`config.mk`:
```
export PLATFORM = sky130hd
export DESIGN_NAME = regfile_wb_arbiter
export DESIGN_NICKNAME = d
export VERILOG_FILES = /design/src/rtl/regfile_wb_arbiter.sv
export SDC_FILE = /design/constraint.sdc
export NUM_CORES = 1
export LEC_CHECK = 0
export CAP_MARGIN = 20
export CORE_ASPECT_RATIO = 0.9
export CORE_MARGIN = 3
export CORE_UTILIZATION = 44
export CTS_CLUSTER_SIZE = 20
export DETAILED_ROUTE_END_ITERATION = 8
export GPL_TIMING_DRIVEN = 1
export PLACE_DENSITY = 0.81
export SLEW_MARGIN = 20
export SYNTH_ARGS = -nofsm -noshare
export SYNTH_HDL_FRONTEND = slang
export SYNTH_SLANG_ARGS = --single-unit
```
`constraint.sdc`:
```
create_clock -name Clk -period 1.88 [get_ports Clk]
set_input_delay 0.282 -clock Clk [delete_from_list [all_inputs] [get_ports Clk]]
set_output_delay 0.282 -clock Clk [all_outputs]
set_load 0.03 [all_outputs]
```
`src/rtl/regfile_wb_arbiter.sv`:
```
// regfile_wb_arbiter: merges two buffered write-back requesters onto one register-file write port.
// Define REGFILE_WB_ARBITER_RR_EN for round-robin conflict arbitration; otherwise A wins conflicts.
module regfile_wb_arbiter (
  input  logic        Clk,
  input  logic        Reset,
  input  logic        ValidA,
  output logic        ReadyA,
  input  logic [4:0]  AddrA,
  input  logic [31:0] DataA,
  input  logic        ValidB,
  output logic        ReadyB,
  input  logic [4:0]  AddrB,
  input  logic [31:0] DataB,
  output logic [4:0]  WriteRegister,
  output logic [31:0] WriteData,
  output logic        RegWrite,
  output logic        Busy,
  output logic [7:0]  DropCount
);

  localparam int unsigned AW = 5;
  localparam int unsigned DW = 32;
  localparam int unsigned CW = 8;

  logic          full_a, full_b;
  logic          age_a, age_b;
  logic [AW-1:0] addr_a, addr_b;
  logic [DW-1:0] data_a, data_b;

  logic          xfer_a, xfer_b;
  logic          drain_a, drain_b;
  logic          conflict_pick_a;
  logic [AW-1:0] drain_addr;
  logic [DW-1:0] drain_data;

  assign ReadyA = !full_a;
  assign ReadyB = !full_b;
  assign Busy   = full_a || full_b;
  assign xfer_a = ValidA && !full_a;
  assign xfer_b = ValidB && !full_b;

`ifdef REGFILE_WB_ARBITER_RR_EN
  typedef enum logic {LAST_A, LAST_B} ptr_t;
  ptr_t ptr, ptr_next;

  // Pointer remembers which requester was drained most recently.
  always_ff @(posedge Clk) begin
    if (Reset) ptr <= LAST_B;
    else       ptr <= ptr_next;
  end

  always_comb begin
    ptr_next = ptr;
    if (drain_a)      ptr_next = LAST_A;
    else if (drain_b) ptr_next = LAST_B;
  end

  assign conflict_pick_a = (ptr == LAST_B);
`else
  assign conflict_pick_a = 1'b1;
`endif

  // Drain selection; same nonzero address keeps program order via the age bits.
  always_comb begin
    drain_a = 1'b0;
    drain_b = 1'b0;
    if (full_a && full_b) begin
      if ((addr_a == addr_b) && (addr_a != AW'(0))) drain_a = age_a || !age_b;
      else                                            drain_a = conflict_pick_a;
      drain_b = !drain_a;
    end else begin
      drain_a = full_a;
      drain_b = full_b;
    end
  end

  always_comb begin
    drain_addr = addr_b;
    drain_data = data_b;
    if (drain_a) begin
      drain_addr = addr_a;
      drain_data = data_a;
    end
  end

  // Requester buffers; an entry is older unless the other buffer keeps an entry across this edge.
  always_ff @(posedge Clk) begin
    if (Reset) begin
      full_a <= 1'b0;
      full_b <= 1'b0;
      age_a  <= 1'b0;
      age_b  <= 1'b0;
      addr_a <= '0;
      addr_b <= '0;
      data_a <= '0;
      data_b <= '0;
    end else begin
      if (xfer_a) begin
        full_a <= 1'b1;
        addr_a <= AddrA;
        data_a <= DataA;
        age_a  <= !(full_b && !drain_b);
      end else begin
        if (drain_a) full_a <= 1'b0;
        if (xfer_b)  age_a  <= 1'b1;
      end
      if (xfer_b) begin
        full_b <= 1'b1;
        addr_b <= AddrB;
        data_b <= DataB;
        age_b  <= !(full_a && !drain_a) && !xfer_a;
      end else begin
        if (drain_b) full_b <= 1'b0;
        if (xfer_a)  age_b  <= 1'b1;
      end
    end
  end

  // Write-port registers; register 0 writes are consumed and counted but never enabled.
  always_ff @(posedge Clk) begin
    if (Reset) begin
      WriteRegister <= '0;
      WriteData     <= '0;
      RegWrite      <= 1'b0;
      DropCount     <= '0;
    end else begin
      RegWrite <= 1'b0;
      if (drain_a || drain_b) begin
        WriteRegister <= drain_addr;
        WriteData     <= drain_data;
        RegWrite      <= (drain_addr != AW'(0));
        if ((drain_addr == AW'(0)) && (DropCount != {CW{1'b1}}))
          DropCount <= DropCount + CW'(1);
      end
    end
  end

endmodule

```
==> flow_metrics.tcl <==
set metrics [dict create \
    status "finished clean" \
    crit_fanout 34 \
    synth-compound-area-share_pct 22.4 \
    grt_pass1_vias 4703 \
    drive_gt1_share_pct 10.2 \
    muxShareOfSynthArea_pct 7.02 \
    post-cts-setup-buffer-count 0 \
    setup-violations-final 0 \
    min_period_ns 1.82 \
    grt_util_met1_pct 29.1 \
    dr_total_vias 4676 \
    top_usage_layer "met2" \
    reg2reg_from "addr_b[4]" \
    fmaxAchievable_mhz 549 \
    hpwl_um 9720 \
    die_y_um 108 \
    final_util_pct 65.2 \
    fillers 877 \
    gp_routability_congestion 0.840 \
    coreArea_sq_um 11100 \
    cts_tree "yes" \
    yosys.area_share.simple_pct 15.6 \
    fin_cells 867 \
    pwr_density_cell_nw_per_um2 1040 \
    path_class "reg -> reg" \
    r2r_slack_ns 0.06 \
    drtIter0Drc 427 \
    fin_skew_ns 0.00742 \
    hold_path.class "in -> reg" \
    synth_edf_count 0 \
    min_from "Reset" \
    clk_path_buf_depth 2 \
    nets 780 \
    synth-adder-area-share_pct 0.244 \
    synthFlopType "dfxtp_1" \
    grtUsageMet3_pct 5.65 \
    synth.avg_cell_area_sq_um 8.90 \
    num_io_pins 127 \
    ys_seq_area_share_pct 48.3 \
    viasPerCell 5.39 \
    die_w_um 120 \
    slew_headroom_pct 58.9 \
    ant_nets 0 \
    final_cell_mix "154 x nand2_1, 122 x dfxtp_1, 120 x clkdlybuf4s50_1" \
    placed_area_sq_um 6600 \
    leakage_nw 2.72 \
    drc 0 \
    grt_pass1_wl_um 23200 \
    ys_seq_elements 124 \
    min_to "data_b[16]" \
    cp_data_arrival_time_ns 2.11 \
    critPathCaptureType "flop" \
    async_flop_share_pct 0 \
    clkLatencyLatePin_ns 0.40 \
    synth_top_family_by_area "compound AO/OA/AOI/OAI gates" \
    post-route-period-util_pct 96.9 \
    detail_route.first_pass.iterations 5 \
    start_util_pct 46.2 \
    mostFrequentLayoutCell "nand2_1" \
    worstHoldPathCells 2 \
    grt_max_degree 41 \
    antenna_found_initial 0 \
    grt_util_all_layers_pct 22.3 \
    synthXorXnorAreaFrac_pct 0.682 \
    syn_inst 577 \
    cts_buffers 17 \
    ir_drop_uv 583 \
    dp_cells 834 \
    tightest_slew_ns 0.613 \
    cts_sinks 124 \
    ys_types 49 \
    synth_area_sq_um 5140 \
    wl_per_cell_um 16.7 \
    synth_top_cell_by_area "dfxtp_1" \
    startpoint_type "flop" \
    routed_wl_um 14500 \
    holdBufCountCts 0 \
    root_buffer "clkbuf_16" \
    rsz0062_at_grt "true" \
    placementRows 36 \
    startpoint "addr_b[4]" \
    slew_violations 0 \
    cts.reportedPaths.clkPinSlew_ns 0.05 \
    die-area_sq_um 13000 \
    synth_area_leaders "dfxtp_1 48%, a21oi_1 11%, nand2_1 11%" \
    hold_violations 0 \
    syn_nets 656 \
    ys_warn_count 0 \
    cap_violations 0 \
    fin_hold_ws_ns 0.320 \
    design_area_sq_um 7260 \
    syn_to_final_growth_pct 41.3 \
    cp.required_ns 2.17 \
    setup_tns_ns 0 \
    worstReg2RegEnd "WriteData[31]" \
    overflow 0 \
    io_buffers 126 \
    cts-htree-levels 4 \
    synth_top_area_share_pct 48.3 \
    use_met2_pct 36.2 \
    reg2regPathDepth 5 \
]
## timing repair
action,4_1_cts,5_1_grt
setup endpoints to repair,7,37
gates resized for setup,2,4
pin swaps,0,0
endpoints found under the hold margin,0,0
## layout make-up
type | instances | area (sq um) | area share (%)
flip-flops and latches | 124 | 2480 | 34.2
multi-input cells | 403 | 2390 | 32.9
repair buffers | 152 | 1540 | 21.2
clock buffers | 26 | 509 | 7.02
well taps | 152 | 190 | 2.62
clock inverters | 6 | 130 | 1.79
inverters | 3 | 11.3 | 0.155
diodes | 1 | 2.50 | 0.0345
## routing by layer
layer | vias up | wire, um | part of all wire (%)
met5 | - | 0 | 0
met4 | 0 | 112 | 0.77
met3 | 13 | 885 | 6.1
met2 | 151 | 6930 | 48
met1 | 2232 | 6540 | 45
li1 | 2280 | - | -
## worst max-delay path by stage
stage | slack, ns | endpoint | depth (start not counted)
floorplan | 0.11 | WriteData[17] | 6
global placement | 0.09 | DropCount[1] | 5
detailed placement | -0.05 | DropCount[5] | 4
CTS | 0.02 | DropCount[5] | 4
global route | -0.005 | WriteData[0] | 5
finish | 0.06 | WriteData[31] | 5
## state kept, by name (all words and copies together), names as in the netlist, 5 cells and up
| name | count |
|---|---|
| DropCount | 8 |
| WriteData | 32 |
| WriteRegister | 5 |
| addr_a | 5 |
| addr_b | 5 |
| data_a | 32 |
| data_b | 32 |
## through the flow
stage                     setup slack, ns  power [mW]
after floorplan                     0.115        3.58
after global placement             0.0856        4.04
after detailed placement          -0.0547        4.08
after CTS                          0.0181        7.55
after global routing             -0.00478        7.76
final                              0.0578        7.52
## logic make-up after synthesis
group | count (synthesis)
compound gates | 173
fa+ha+maj | 1
flops | 124
mux | 36
simple gates | 189
buf+inv | 50
xor+xnor | 4
## synth_stat cells, drive strengths merged, types with 4 or more instances
| cell | n |
|---|---|
| a21oi | 118 |
| buf | 15 |
| clkbuf | 29 |
| dfxtp | 124 |
| mux2i | 36 |
| nand2 | 154 |
| nor2 | 7 |
| nor2b | 4 |
| o21ai | 5 |
| o221a | 34 |
| o31ai | 6 |
| or4 | 5 |
## critical path, cell delays in order, from the launching register on
cell      delay (ns)
dfxtp_2         0.35
xor2_1          0.18
o31a_1          0.30
a2111o_1        0.42
buf_12          0.19
o221a_2         0.25
## report_power, final
group,total [mW],switching [mW],internal (mW)
sequential,2.92,0.118,2.80
clock,3.48,1.09,2.39
combinational,1.12,0.590,0.531
(Power assumes the default switching activity.)
